## src/rtl/branch_pkg.sv

```systemverilog
// Shared branch types and constants for the branch resolve unit.
package branch_pkg;

  typedef enum logic [2:0] {
    BEQ  = 3'b000,
    BNE  = 3'b001,
    BLT  = 3'b100,
    BGE  = 3'b101,
    BLTU = 3'b110,
    BGEU = 3'b111
  } br_funct3_e;

  localparam int unsigned PC_INC = 4;

endpackage

```

## src/rtl/branch_cmp_core.sv

```systemverilog
// Raw operand comparator: equality, signed and unsigned less-than.
module branch_cmp_core #(
  parameter int XLEN = 32
) (
  input  logic [XLEN-1:0] rs1,
  input  logic [XLEN-1:0] rs2,
  output logic            eq,
  output logic            lt,
  output logic            ltu
);

  assign eq  = (rs1 == rs2);
  assign lt  = ($signed(rs1) < $signed(rs2));
  assign ltu = (rs1 < rs2);

endmodule

```

## src/rtl/branch_resolve_unit.sv

```systemverilog
// Branch resolution pipeline: compare, decode, next-PC, mispredict, counters.
module branch_resolve_unit
  import branch_pkg::*;
#(
  parameter int XLEN   = 32,
  parameter int STAGES = 1,
  parameter int CNTW   = 16
) (
  input  logic            clk_i,
  input  logic            rst_ni,
  input  logic            valid_i,
  output logic            ready_o,
  input  logic [2:0]      funct3_i,
  input  logic [XLEN-1:0] rs1_i,
  input  logic [XLEN-1:0] rs2_i,
  input  logic [XLEN-1:0] pc_i,
  input  logic [XLEN-1:0] imm_i,
  input  logic            pred_taken_i,
  input  logic            flush_i,
  output logic            valid_o,
  input  logic            ready_i,
  output logic            taken_o,
  output logic [XLEN-1:0] next_pc_o,
  output logic            mispredict_o,
  output logic            illegal_o,
  output logic            BrEq_o,
  output logic            BrLt_o,
  output logic [CNTW-1:0] br_cnt_o,
  output logic [CNTW-1:0] mp_cnt_o
);

  logic eq_c, lt_c, ltu_c;

  branch_cmp_core #(
    .XLEN(XLEN)
  ) u_cmp (
    .rs1(rs1_i),
    .rs2(rs2_i),
    .eq (eq_c),
    .lt (lt_c),
    .ltu(ltu_c)
  );

  // Resolve inputs: straight from the ports or from stage 1.
  logic            r_vld;
  logic            r_eq, r_lt, r_ltu, r_pred;
  logic [2:0]      r_f3;
  logic [XLEN-1:0] r_pc, r_imm;

  logic            r_taken, r_ill, r_brlt, r_mp;
  logic [XLEN-1:0] r_npc;

  logic            o_v, o_taken, o_mp, o_ill;
  logic            o_eq, o_brlt;
  logic [XLEN-1:0] o_npc;
  logic [CNTW-1:0] br_q, mp_q;

  logic last_adv, fire;

  assign last_adv = !o_v | ready_i;
  assign fire     = o_v & ready_i & !flush_i;

  always_comb begin
    r_taken = 1'b0;
    r_ill   = 1'b0;
    case (r_f3)
      BEQ:     r_taken = r_eq;
      BNE:     r_taken = !r_eq;
      BLT:     r_taken = r_lt;
      BGE:     r_taken = !r_lt;
      BLTU:    r_taken = r_ltu;
      BGEU:    r_taken = !r_ltu;
      default: r_ill   = 1'b1;
    endcase
    r_brlt = (r_f3 == BLT || r_f3 == BGE)
           ? r_lt : r_ltu;
    r_npc  = r_taken ? (r_pc + r_imm)
           : (r_pc + XLEN'(PC_INC));
    r_mp   = !r_ill & (r_taken != r_pred);
  end

  if (STAGES == 1) begin : g_one
    assign ready_o = last_adv;
    assign r_vld   = valid_i;
    assign r_eq    = eq_c;
    assign r_lt    = lt_c;
    assign r_ltu   = ltu_c;
    assign r_pred  = pred_taken_i;
    assign r_f3    = funct3_i;
    assign r_pc    = pc_i;
    assign r_imm   = imm_i;
  end else begin : g_two
    logic            s_v, s_adv;
    logic            s_eq, s_lt, s_ltu, s_pred;
    logic [2:0]      s_f3;
    logic [XLEN-1:0] s_pc, s_imm;

    assign s_adv   = !s_v | last_adv;
    assign ready_o = s_adv;

    always_ff @(posedge clk_i or negedge rst_ni) begin
      if (!rst_ni) begin
        s_v    <= 1'b0;
        s_eq   <= 1'b0;
        s_lt   <= 1'b0;
        s_ltu  <= 1'b0;
        s_pred <= 1'b0;
        s_f3   <= '0;
        s_pc   <= '0;
        s_imm  <= '0;
      end else begin
        if (flush_i) s_v <= 1'b0;
        else if (s_adv) s_v <= valid_i;
        if (s_adv && valid_i) begin
          s_eq   <= eq_c;
          s_lt   <= lt_c;
          s_ltu  <= ltu_c;
          s_pred <= pred_taken_i;
          s_f3   <= funct3_i;
          s_pc   <= pc_i;
          s_imm  <= imm_i;
        end
      end
    end

    assign r_vld  = s_v;
    assign r_eq   = s_eq;
    assign r_lt   = s_lt;
    assign r_ltu  = s_ltu;
    assign r_pred = s_pred;
    assign r_f3   = s_f3;
    assign r_pc   = s_pc;
    assign r_imm  = s_imm;
  end

  always_ff @(posedge clk_i or negedge rst_ni) begin
    if (!rst_ni) begin
      o_v     <= 1'b0;
      o_taken <= 1'b0;
      o_mp    <= 1'b0;
      o_ill   <= 1'b0;
      o_eq    <= 1'b0;
      o_brlt  <= 1'b0;
      o_npc   <= '0;
      br_q    <= '0;
      mp_q    <= '0;
    end else begin
      if (flush_i) o_v <= 1'b0;
      else if (last_adv) o_v <= r_vld;
      if (last_adv && r_vld) begin
        o_taken <= r_taken;
        o_mp    <= r_mp;
        o_ill   <= r_ill;
        o_eq    <= r_eq;
        o_brlt  <= r_brlt;
        o_npc   <= r_npc;
      end
      if (fire) begin
        br_q <= br_q + CNTW'(1);
        if (o_mp) mp_q <= mp_q + CNTW'(1);
      end
    end
  end

  // Flags are forced low whenever no result is presented.
  assign valid_o      = o_v;
  assign taken_o      = o_v & o_taken;
  assign mispredict_o = o_v & o_mp;
  assign illegal_o    = o_v & o_ill;
  assign BrEq_o       = o_v & o_eq;
  assign BrLt_o       = o_v & o_brlt;
  assign next_pc_o    = o_npc;
  assign br_cnt_o     = br_q;
  assign mp_cnt_o     = mp_q;

endmodule

```

## config.mk

```make
export PLATFORM = sky130hd
export DESIGN_NAME = branch_resolve_unit
export DESIGN_NICKNAME = d
export VERILOG_FILES = /design/src/rtl/branch_pkg.sv /design/src/rtl/branch_cmp_core.sv /design/src/rtl/branch_resolve_unit.sv
export SDC_FILE = /design/constraint.sdc
export NUM_CORES = 1
export LEC_CHECK = 0
export CAP_MARGIN = 5
export CORE_UTILIZATION = 47
export CTS_BUF_LIST = sky130_fd_sc_hd__clkbuf_16
export CTS_CLUSTER_SIZE = 30
export DETAILED_ROUTE_END_ITERATION = 8
export PLACE_DENSITY = 0.83
export SETUP_SLACK_MARGIN = 0.1
export SLEW_MARGIN = 0
export SYNTH_ARGS = -nofsm -noshare
export SYNTH_HDL_FRONTEND = slang
export SYNTH_HIERARCHICAL = 1
export SYNTH_SLANG_ARGS = --single-unit
```

## constraint.sdc

```tcl
create_clock -name clk_i -period 2.2 [get_ports clk_i]
set_input_delay 0.33 -clock clk_i [delete_from_list [all_inputs] [get_ports clk_i]]
set_output_delay 0.33 -clock clk_i [all_outputs]
set_load 0.005 [all_outputs]
```

Word-level counts from Yosys, hierarchy flattened:

Cells that the tools add are included.

* bits in registers: 70
* bits of input ports: 137
* output and inout port bits: 71
* word-level logic and storage cells: 48

* add/subtract/negate cells: 4
* order comparisons: 2
* equality and inequality tests: 7
* muxes and demuxes: 6
* bitwise operators: 9
* reductions and logical operators: 11

Operators with widths (count)
* less-than comparator 32 bit: 2
* adder 16 x 1 -> 16 bit (second input constant): 2
* adder 32 x 3 -> 32 bit (second input constant): 1
* adder 32 bit: 1
* equality test 32 bit: 1
* two-way mux 32 bit: 1
* equality test 3 bit (second input constant): 4
* AND 1 bit: 8
* case mux 1 bit (6 select lines): 1
* OR reduction 6 bit: 1
* zero test 1 bit: 5
* two-way mux 1 bit: 4
* equality test 3 x 1 -> 1 bit (second input constant): 1
* zero test 3 bit: 1
* AND reduction 2 bit: 1
* nonzero test 2 bit: 1
* logical AND 1 bit: 1
* logical OR 1 bit: 1
* inequality test 1 bit: 1
* bitwise OR 1 bit: 1

Longest topological paths before layout:

Gate-level depths: netlist of run 1.

* word-level depth: 5
* depth in mapped cells: 16
* mapped depth without buffers: 14

By module:

Netlist of run 1, hierarchy kept.

By module, submodules not included
* branch_resolve_unit: instances 1, cells each 606, area an instance 5206.2 µm², seq. area each 1751.7 µm²
* branch_cmp_core: instances 1, cells each 115, area an instance 822.0 µm², seq. area each 0.0 µm²

Least setup slack after synthesis of run 1:

No wires, ideal clock.

* kind: input-to-reg
* from: input rs2_i[25]
* to: register o_npc[30], in the netlist next_pc_o[30]
* library setup time: 0.127 ns
* data arrival time: 3.017 ns
* required time: 2.073 ns
* slack: -0.944 ns
* cell stages on the path: 16
* path buffers: 2
* path through: inv_1 > ha_1 > a21o_1 > a221o_1 > a221o_1 > and2_4 > nor4_2 > mux2i_1 > xnor2_1 > nand2_1 > o31ai_1 > buf_2 > buf_1 > nand3_1 > o211ai_1 > a2bb2oi_1

* cells in the longest elaborated chain, start to end: 4
* elaborated cells between the ends (all ways): 8
* classes of those cells: 2 x order compare; 1 x eq/ne; 2 x mux; 3 x reduce/logical

Ends and longest elaborated chain
* from (decl): line branch_resolve_unit.sv:15 `input logic [XLEN-1:0] rs2_i,`
* less-than comparator 32 bit *: line branch_cmp_core.sv:13 `assign lt = ($signed(rs1) < $signed(rs2));`
* named net lt_c: line branch_resolve_unit.sv:32 `logic eq_c, lt_c, ltu_c;`
* zero test 1 bit: line branch_resolve_unit.sv:70 `BGE: r_taken = !r_lt;`
* case mux 1 bit (6 select lines) *: line branch_resolve_unit.sv:66 `case (r_f3)`
* two-way mux 32 bit *: line branch_resolve_unit.sv:77 `r_npc = r_taken ? (r_pc + r_imm)`
* to (signal assigned): line branch_resolve_unit.sv:156 `o_npc <= r_npc;`
* to (decl): line branch_resolve_unit.sv:55 `logic [XLEN-1:0] o_npc;`

The timed path passes the listed nets; every way through them passes the cells marked *.
A chain may end at the register's enable or synchronous reset.

Worst setup path in the final report of run 1:

* from: input rs1_i[27]
* to: register o_npc[7], in the netlist next_pc_o[7]

* cells in the longest elaborated chain, start to end: 4
* elaborated cells between the ends (all ways): 8
* classes of those cells: 2 x order compare; 1 x eq/ne; 2 x mux; 3 x reduce/logical

Ends and longest elaborated chain
* from (decl): line branch_resolve_unit.sv:14 `input logic [XLEN-1:0] rs1_i,`
* less-than comparator 32 bit *: line branch_cmp_core.sv:13
* named net lt_c: line branch_resolve_unit.sv:32
* zero test 1 bit: line branch_resolve_unit.sv:70
* case mux 1 bit (6 select lines) *: line branch_resolve_unit.sv:66
* two-way mux 32 bit *: line branch_resolve_unit.sv:77

Marks and branches as above.

==> metrics.txt, run 1 <==
Max-Slew Margin vs Limit 70.5%; yosys warns 6; first-pass GRT wire length 33300 um; Worst Path Arrival 3.22 ns; Tot GR Track Use 32.1%; Hold WC Path Type in -> async; DRC viols 0; vias in the first global route 7179; most frequent cell after synthesis nand2_1; TritonCTS Sinks 70; most used flip-flop cell after synthesis dfrtp_1; Synth top cells by count nand2_1 (92), dfrtp_1 (70), ha_1 (66); final setup vio count 34; Worst-Skew Late Latency 0.33 ns; HPWL Detailed 16100 um; initial antenna violation count 0; RSZ-0062 raised after global routing true; DRT iter0 DRCs 464; dpl cell area 9610 sq um; Core ar. 12600 sq um; Cell Area, Synth 6030 sq um; Max Root-Sink Buffers 2; minimum clock period 2.99 ns; Die Span Y 115 um; area leader, netlist dfrtp_1; # Max-Cap Violations 0; post-synthesis cell count 721; fmax 335 MHz; pin count of the biggest net entering global routing 71; Routed WL 21300 um; Async SR Flop Fraction 100%; Yosys top cell area share 29.1%; critical path fanouts, max 6; port bufs 207; nets 1292; layout cells sized above 1 32.8%; CTS tree yes; via count 7031; clock skew 0.00494 ns; startpoint type of the worst setup path input pin; pwr dens 530 nW/um^2; Area Growth Syn to Fin 74.0%; clk slew on worst S/H paths 0.06 ns; syn nets 925; Vias/cell 5.56; CP Class in -> reg; grt total ovfl 0; VDD IR max 0.505 mV; Final Cycle Share 136%; Critical Path End Type flop; DIE AREA 13300 sq um; Syn Area/Cell 8.36 sq um; Yosys reg bits 70; top cells by area, synth dfrtp_1 (29%), ha_1 (14%), xnor2_1 (7.0%); Initial DRT Pass Iterations 5; Yosys cell types 61; status finished, violations left; n_diodes 0; Final Wtd Congestion 0.969; Initial Util 48.0%; post-route worst setup slack -0.789 ns; slew at the pin with the worst max-slew slack 0.442 ns; Design Area, Final 10500 sq um; CTS Root Cell clkbuf_16; cell row count 41; Seq/Total Area, Yosys 29.1%; I/O pin count 208; required time worst endpoint 2.43 ns; Post-synth EDFFs 0; average wire per standard cell 16.8 um; CTS Buf Count 9; Die W 115 um; CTS H-Tree Depth 3; fin. max-slew vios 0; Routed Antenna Nets 0; violated checks negative setup slack; endpoints failing hold 0; Place WS -1.52 ns; Leak Pwr 4.69 nW
[where the power goes]
part           switching [mW]  internal [mW]
logic                    1.04           1.34
registers               0.202           1.48
clock network           0.535          0.976
total                    1.77           3.79
[routing by layer]
metal,vias to the layer above,global-route usage [%],routed length (um)
met4,0,16.2,905
met1,3307,35.5,8270
met3,82,4.85,1260
li1,3321,-,-
met5,-,0,0
met2,321,59.5,10900
[final cells by class]
type | count | area, sq um
Clock inverter | 7 | 82.6
Multi-Input combinational cell | 596 | 4750
Fill cell | 734 | 2080
Sequential cell | 70 | 1750
Tap cell | 172 | 215
Clock buffer | 9 | 225
Timing Repair Buffer | 373 | 3310
Inverter | 38 | 163
[placed cells by master (no fill, tap or decap), types with 11 or more instances in the layout]
| cell | netlist | layout |
|---|---|---|
| and2_1 | 10 | 11 |
| xor2_1 | 32 | 32 |
| dlygate4sd2_1 | 0 | 19 |
| nand3_1 | 33 | 32 |
| dfrtp_1 | 70 | 70 |
| buf_6 | 0 | 11 |
| o21ai_0 | 42 | 18 |
| buf_4 | 0 | 151 |
| nand2_1 | 92 | 83 |
| inv_2 | 0 | 19 |
| nand4_1 | 25 | 25 |
| and3_1 | 11 | 11 |
| ha_1 | 66 | 39 |
| inv_1 | 38 | 18 |
| xnor2_1 | 48 | 48 |
| o21ai_1 | 4 | 26 |
| nor2_1 | 51 | 38 |
| clkdlybuf4s50_1 | 0 | 144 |
| ha_4 | 0 | 23 |
| buf_2 | 6 | 24 |
| a21oi_1 | 48 | 33 |
| a21oi_2 | 5 | 19 |
[metrics by stage]
step	cells	hold slack (ns)	util (%)	power, mW	setup TNS [ns]
4_1_cts	1267	0.0312	81.9	5.44	-20.09
3_3_place_gp	1233	0.382	76.4	3.67	-44.79
3_5_place_dp	1233	0.381	76.4	3.73	-48.32
2_1_floorplan	721	0.0344	-	2.54	-16.03
5_1_grt	1265	0.0480	83.5	5.84	-27.31
6_report	1265	0.00279	83.5	5.56	-21.24
[cells by family (layout without fill, tap and decap cells)]
logic type,count (synthesis),in the layout,share of synthesized area [%]
multiplexers,8,8,1.41
adder cells (fa/ha/maj),67,67,14.0
XOR/XNOR,80,80,11.6
flip-flops,70,70,29.1
AO/OA/AOI/OAI,169,169,18.5
AND/OR/NAND/NOR,272,272,21.8
buffers and inverters,55,427,3.57
[registers in the layout (all words and copies together) (netlist names)]
signal,count
o_mp,1
o_eq,1
next_pc_o,32
valid_o,1
o_ill,1
br_cnt_o,16
o_taken,1
mp_cnt_o,16
o_brlt,1
[critical path, cell delays in order]
cell and delay (ns):
buf_6 0.10, ha_4 0.23, and2_4 0.16, a221o_1 0.31, a221o_1 0.35, and2_4 0.16
nor4_4 0.27, mux2i_1 0.12, xnor2_1 0.16, nand2_1 0.12, o31a_1 0.23, or3_1 0.43
a31oi_1 0.23
[worst paths after layout]
| check | from | slack [ns] | cells after the start | endpoint |
|---|---|---|---|---|
| min in group clk_i | o_taken | 0.46 | 2 | o_taken |
| max in group asynchronous | rst_ni | 1.87 | 2 | next_pc_o[1] |
| worst max register to register | valid_o | 0.38 | 10 | mp_cnt_o[12] |
| worst max-delay path | rs1_i[27] | -0.79 | 13 | next_pc_o[7] |
| worst min register to register | o_taken | 0.46 | 2 | o_taken |
| worst min-delay path | rst_ni | 0.003 | 2 | br_cnt_o[12] |
[what timing repair did]
action | CTS | global route
buffers inserted | 16 | 6
gates cloned | 2 | 1
hold buffers | 0 | 0
setup endpoints to repair | 36 | 37
hold endpoints to repair | 0 | 0
gates resized for setup | 236 | 63
pin swaps | 77 | 41
Power figures use the tool's default switching activity.
==> run 2, diff against run 1 <==
--- a/config.mk
+++ b/config.mk
@@ -10,7 +10,7 @@
 export CTS_BUF_LIST = sky130_fd_sc_hd__clkbuf_16
 export CTS_CLUSTER_SIZE = 30
 export DETAILED_ROUTE_END_ITERATION = 8
-export PLACE_DENSITY = 0.83
+export PLACE_DENSITY = 0.9
 export SETUP_SLACK_MARGIN = 0.1
 export SLEW_MARGIN = 0
 export SYNTH_ARGS = -nofsm -noshare
==> run 2 against run 1 <==
Effect of this change: the flow still finishes with violations (negative setup slack); cell count is 0.47% higher; wire length is 18% higher; register-to-register slack got worse by 0.22 ns; critical path depth up 3; core utilization grew 1.6 points; first-iteration DRC count increased by 43%; flip-flop and latch count is the same; critical endpoint is now next_pc_o[27]; largest power group unchanged; clock power is 15% higher; hold slack improved by 0.49 ns; combinational power up 4%; design area up 1.9%; clock-buffer cell count unchanged.
==> metrics.txt, run 2 (synthesis gave the netlist of run 1 again) <==
Leak Pwr 4.86 nW (+3.7%); Comb pwr share 41.9% (-0.8 points); M3 GR Usage 6.54% (+1.7 points); GR Layer Usage met1 39.0% (+3.5 points); commonest non-fill, non-tap cell in the layout buf_4; pin count of the biggest net entering global routing 45 (-37%); Worst Path Arrival 3.26 ns (+0.04 ns); initial antenna violation count 0 (unchanged); Routed WL 25100 um (+18%); vias in the first global route 7391 (+3.0%); grt total ovfl 0 (unchanged); endpoints failing hold 0 (unchanged); sequential power share 28.6% (-1.5 points); Sw Ratio 32.9% (+1.0 points); n_diodes 0 (unchanged); TritonCTS Sinks 70 (unchanged); CTS Buf Count 9 (unchanged); met2 Usage GRT 63.7% (+4.2 points); nets 1298 (+0.46%); Post-Place Cells 1236 (+0.24%); DIE AREA 13300 sq um (unchanged); CP Class in -> reg; Initial Util 48.0% (unchanged); Critical Path End Type flop; Worst-Skew Late Latency 0.33 ns (about the same); clock network power share 29.5% (+2.3 points); Initial DRT Pass Iterations 5 (unchanged); R2R depth 10 (unchanged); CTS H-Tree Depth 3 (unchanged); Max Root-Sink Buffers 2 (unchanged); via count 7415 (+5.5%); Pint 3.96 mW (+4.5%); startpoint type of the worst setup path input pin; Core ar. 12600 sq um (unchanged); VDD IR max 0.486 mV (-3.9%); clock skew 0.00668 ns (+0.00174 ns); Area Growth Syn to Fin 77.3%; violated checks negative setup slack; required time worst endpoint 2.46 ns (+0.03 ns); Die W 115 um (unchanged); pwr dens 552 nW/um^2 (+4.2%); Tot GR Track Use 35.3% (+3.2 points); post-route worst setup slack -0.809 ns (-0.0197 ns); number of flip-flops in the largest register 32 (unchanged); Finished Core Util 85.0% (+1.6 points); port bufs 207 (unchanged); Layout Cells excl Fill 1271 (+0.47%); I/O pin count 208 (unchanged); Routed Antenna Nets 0 (unchanged); setup TNS -24.49 ns (-3.25 ns); Hold WC Path Type in -> async; Design Area, Final 10700 sq um (+1.9%); gr busiest metal met2; HPWL Detailed 16900 um (+5.1%); critical path fanouts, max 5 (-1); Hold Slack 0.490 ns (+0.487 ns); DRC viols 0 (unchanged); layout cells sized above 1 32.2% (-0.54 points); Final Power 5.90 mW (+6.1%); RSZ-0062 raised after global routing true; fin. max-slew vios 0 (unchanged); Vias/cell 5.83 (+5.0%); status finished, violations left; cell row count 41 (unchanged); Die Span Y 115 um (unchanged); Final Cycle Share 137% (+0.90 points); DRT iter0 DRCs 665 (+43%); # Max-Cap Violations 0 (unchanged); Max-Slew Margin vs Limit 66.7% (-3.8 points); Net Sw Power 1.94 mW (+9.6%); first-pass GRT wire length 36000 um (+8.2%); final setup vio count 34 (unchanged); minimum clock period 3.01 ns (+0.0197 ns); Place WS -1.44 ns (+0.0814 ns); Final Wtd Congestion 0.968 (-0.11%); CTS tree yes; clk slew on worst S/H paths 0.06 ns (about the same); CTS Root Cell clkbuf_16; dpl cell area 9630 sq um (+0.23%); slew at the pin with the worst max-slew slack 0.499 ns (+0.0563 ns); average wire per standard cell 19.8 um (+18%); commonest cells after routing, fill and taps aside buf_4 (158), clkdlybuf4s50_1 (148), nand2_1 (81), dfrtp_1 (70), xnor2_1 (47); fmax 332 MHz (-0.66%)
-- run 2: changes by cell type in the layout (fill, tap and decap cells not counted), moves of 3 or more --
cell	change
o21ai_2	+4
nor2_4	-3
buf_4	+7
a22oi_1	-5
o21ai_1	-5
clkdlybuf4s50_1	+4
dlymetal6s2s_1	+14
clkbuf_2	+3
buf_2	-20
a22oi_2	+5
-- run 2: layer usage --
metal | wire length (um) | part of all wire [%] | vias to the layer above
met5 | 0 | 0 | -
met4 | 1440 | 5.7 | 0
met3 | 1670 | 6.7 | 117
met2 | 12700 | 50 | 424
met1 | 9330 | 37 | 3551
li1 | - | - | 3323
-- run 2: what timing repair did --
item | CTS | global route
cloned | 1 | 1
gates resized for setup | 146 | 104
buffers inserted | 14 | 4
hold buffers | 1 | 0
endpoints found under the setup margin | 36 | 38
endpoints found under the hold margin | 16 | 0
pin swaps | 60 | 54
-- run 2: worst paths after layout --
check                           startpoint            end  slack [ns]
worst max-delay path             rs2_i[28]  next_pc_o[27]       -0.81
worst min-delay path                rst_ni   br_cnt_o[12]        0.49
worst max register to register     valid_o   mp_cnt_o[12]        0.16
worst min register to register        o_eq           o_eq        0.49
max in group asynchronous           rst_ni  next_pc_o[15]        1.14
min in group clk_i                    o_eq           o_eq        0.49
-- run 2: worst max-delay path, stage by stage --
cell	delay (ns)
dlygate4sd2_1	0.21
inv_1	0.06
ha_1	0.28
and4_4	0.23
nand4_1	0.23
nor3_4	0.28
o31a_1	0.27
nor3_2	0.08
mux2i_1	0.18
xnor2_1	0.14
nand2_1	0.12
o31ai_4	0.11
buf_12	0.16
o211ai_1	0.10
o32a_1	0.34
o21ai_2	0.13
-- run 2: final cells by class --
type,count,area [sq um]
clock buffer,9,225
fill,635,1880
clock inverter,7,128
sequential,70,1750
multi-input combinational,596,4780
tap,172,215
timing repair buffer,379,3430
inverter,38,163
-- run 2: power by group through the flow --
stage	registers, mW	clock network [mW]	logic [mW]
4_1_cts	1.67	1.72	2.26
6_report	1.69	1.74	2.47
3_5_place_dp	1.68	0	2.08
3_3_place_gp	1.68	0	2.00
2_1_floorplan	1.64	0	0.905
5_1_grt	1.70	1.80	2.65
==> run 3, diff against run 2 <==
--- a/config.mk
+++ b/config.mk
@@ -10,6 +10,7 @@
 export CTS_BUF_LIST = sky130_fd_sc_hd__clkbuf_16
 export CTS_CLUSTER_SIZE = 30
 export DETAILED_ROUTE_END_ITERATION = 8
+export GPL_TIMING_DRIVEN = 0
 export PLACE_DENSITY = 0.9
 export SETUP_SLACK_MARGIN = 0.1
 export SLEW_MARGIN = 0
==> run 3 against run 2 <==
Effect of this change: the run still ends with negative setup slack left; cell count down 9.1%; first-iteration DRC count decreased by 33%; sequential power is essentially flat; flip-flop and latch count unchanged; worst setup slack better by 0.051 ns; clock power shrank 7%; critical path type unchanged; critical endpoint is now next_pc_o[7]; largest cell class unchanged; highest routed layer unchanged.
==> metrics.txt, run 3 (synthesis gave the netlist of run 1 again) <==
status finished, violations left; violated checks negative setup slack; R2R depth 4 (-6); Worst path max stage delay 0.35 ns (about the same); Post-Place Cells 1100 (-11%); Worst-Skew Late Latency 0.33 ns (about the same); DIE AREA 13300 sq um (unchanged); Pint 3.75 mW (-5.3%); TritonCTS Sinks 70 (unchanged); # Max-Cap Violations 0 (unchanged); CTS Hold Buffers Added 0 (-1); Worst Path Arrival 3.21 ns (-0.05 ns); CTS H-Tree Depth 3 (unchanged); dpl cell area 8560 sq um (-11%); Place WS -1.65 ns (-0.212 ns); Reg2Reg Setup Slack 0.21 ns (+0.05 ns); vias in the first global route 6229 (-16%); DRC viols 0 (unchanged); Initial DRT Pass Iterations 5 (unchanged); Critical Path Source rs1_i[11]; Critical Path End Type flop; Layout Cells excl Fill 1155 (-9.1%); first-pass GRT wire length 29300 um (-19%); VDD IR max 0.421 mV (-13%); CTS Root Cell clkbuf_16; final setup vio count 35 (+2.9%); Design Area, Final 9990 sq um (-6.6%); DRT iter0 DRCs 446 (-33%); fin. max-slew vios 0 (unchanged); Sw Ratio 33.2% (+0.32 points); HPWL Detailed 14000 um (-17%); slowest CP cell or3_4; CTS Buf Count 9 (unchanged); Max Root-Sink Buffers 2 (unchanged); clk slew on worst S/H paths 0.06 ns (about the same); cell row count 41 (unchanged); average wire per standard cell 18.4 um (-7.2%); slew at the pin with the worst max-slew slack 0.850 ns (+0.352 ns); endpoints failing hold 0 (unchanged); critical path fanouts, max 3 (-2); initial antenna violation count 0 (unchanged); Layout fillers 747 (+18%); layout cells sized above 1 25.7% (-6.5 points); Hold WC Path Type in -> async; Max-Slew Margin vs Limit 43.3% (-23 points); startpoint type of the worst setup path input pin; nets 1182 (-8.9%); setup TNS -22.74 ns (+1.75 ns); I/O pin count 208 (unchanged); port bufs 207 (unchanged); minimum clock period 2.96 ns (-0.0513 ns); Routed Antenna Nets 0 (unchanged); Final Wtd Congestion 0.980 (+1.2%); Comb pwr share 41.7% (-0.2 points); critical path endpoint next_pc_o[7]; pin count of the biggest net entering global routing 71 (+58%); commonest cells after routing, fill and taps aside clkdlybuf4s50_1 (147), nand2_1 (78), dfrtp_1 (69), xnor2_1 (48); Core ar. 12600 sq um (unchanged); via count 6612 (-11%); Final Cycle Share 134% (-2.3 points); post-route worst setup slack -0.757 ns (+0.0513 ns); sequential power share 29.5% (+0.9 points); Die W 115 um (unchanged); required time worst endpoint 2.45 ns (about the same); Tot GR Track Use 28.2% (-7.1 points); Vias/cell 5.72 (-1.9%); grt total ovfl 0 (unchanged); Leak Pwr 4.29 nW (-12%); Most common cell on crit path o31a_1; Net Sw Power 1.87 mW (-4.0%); Critical Path, Cell by Cell dlygate4sd2_1, ha_4, nand4_1, nor4_4, a21boi_2, o31a_1, nor3_2, mux2i_1, xnor2_1, nand2_1, o31a_1, buf_4, or3_4, a31oi_1; n_diodes 0 (unchanged); CTS tree yes; CP Class in -> reg; pwr dens 562 nW/um^2 (+1.8%); fmax 338 MHz (+1.7%); Routed WL 21200 um (-16%); clock network power share 28.7% (-0.8 points); Area Growth Syn to Fin 65.6%; commonest non-fill, non-tap cell in the layout clkdlybuf4s50_1; RR Endpoint o_ill; Finished Core Util 79.5% (-5.6 points); number of flip-flops in the largest register 32 (unchanged); Initial Util 48.0% (unchanged); RSZ-0062 raised after global routing true; Die Span Y 115 um (unchanged); RR Startpoint valid_o; clock skew 0.00954 ns (+0.00286 ns)
==> run 3: cell types whose count changed in the layout (fill, tap and decap cells not counted), sizes merged <==
cell	delta
dlygate4sd3	-1
clkdlybuf4s50	-1
clkbuf	+3
bufinv	-1
inv	-1
clkinv	+2
dlygate4sd2	+6
clkdlybuf4s15	+1
buf	-125
dlymetal6s2s	+1
==> run 3: metal layers <==
metal | global-route usage (%) | wire length (um) | vias to the layer above
met3 | 5.06 | 1470 | 79
met4 | 12.1 | 1050 | 0
met1 | 33.5 | 8030 | 3123
li1 | - | - | 3108
met2 | 49.8 | 10700 | 302
met5 | 0 | 0 | -
==> run 3: critical path: cells and delay by family <==
family | cells | cell delay [ns]
AND/OR/NAND/NOR | 5 | 1.05
AO/OA/AOI/OAI | 4 | 0.78
buffers and inverters | 2 | 0.42
adder cells (fa/ha/maj) | 1 | 0.29
multiplexers | 1 | 0.19
XOR/XNOR | 1 | 0.14
==> run 3: final cells by class <==
class,count,area [sq um],share of cell area [%]
Buffer,17,151,1.52
Clock buffer,9,225,2.26
Clock inverter,7,104,1.04
Inverter,38,163,1.63
Multi-Input combinational cell,596,4910,49.2
Sequential cell,70,1750,17.6
Tap cell,172,215,2.16
Timing Repair Buffer,246,2460,24.7
==> run 3: timing repair <==
| action | 4_1_cts | 5_1_grt |
|---|---|---|
| buffers inserted | 18 | 16 |
| cloned | 1 | 4 |
| setup endpoints to repair | 41 | 40 |
| resized for setup | 147 | 132 |
| pin swaps | 51 | 56 |
==> run 3: how the worst min path moves through the flow <==
| stage | depth (start not counted) | endpoint | from | slack [ns] |
|---|---|---|---|---|
| 2_1_floorplan | 0 | br_cnt_o[0] | rst_ni | 0.03 |
| 3_3_place_gp | 2 | o_taken | o_taken | 0.45 |
| 3_5_place_dp | 2 | o_taken | o_taken | 0.46 |
| 4_1_cts | 1 | mp_cnt_o[14] | rst_ni | 0.14 |
| 5_1_grt | 1 | br_cnt_o[5] | rst_ni | 0.18 |
| 6_report | 1 | br_cnt_o[6] | rst_ni | 0.11 |
==> run 3: power by group through the flow <==
stage / registers, mW / logic [mW] / clock network (mW)
6_report: 1.66 / 2.34 / 1.61
4_1_cts: 1.64 / 2.02 / 1.63
3_3_place_gp: 1.66 / 1.78 / 0
3_5_place_dp: 1.66 / 1.82 / 0
2_1_floorplan: 1.64 / 0.905 / 0
5_1_grt: 1.68 / 2.52 / 1.68
==> run 3: metrics by stage <==
stage	total power [mW]	hold slack (ns)
global route	5.88	0.175
CTS	5.28	0.138
global placement	3.44	0.451
floorplan	2.54	0.0344
finish	5.62	0.105
detailed placement	3.48	0.458
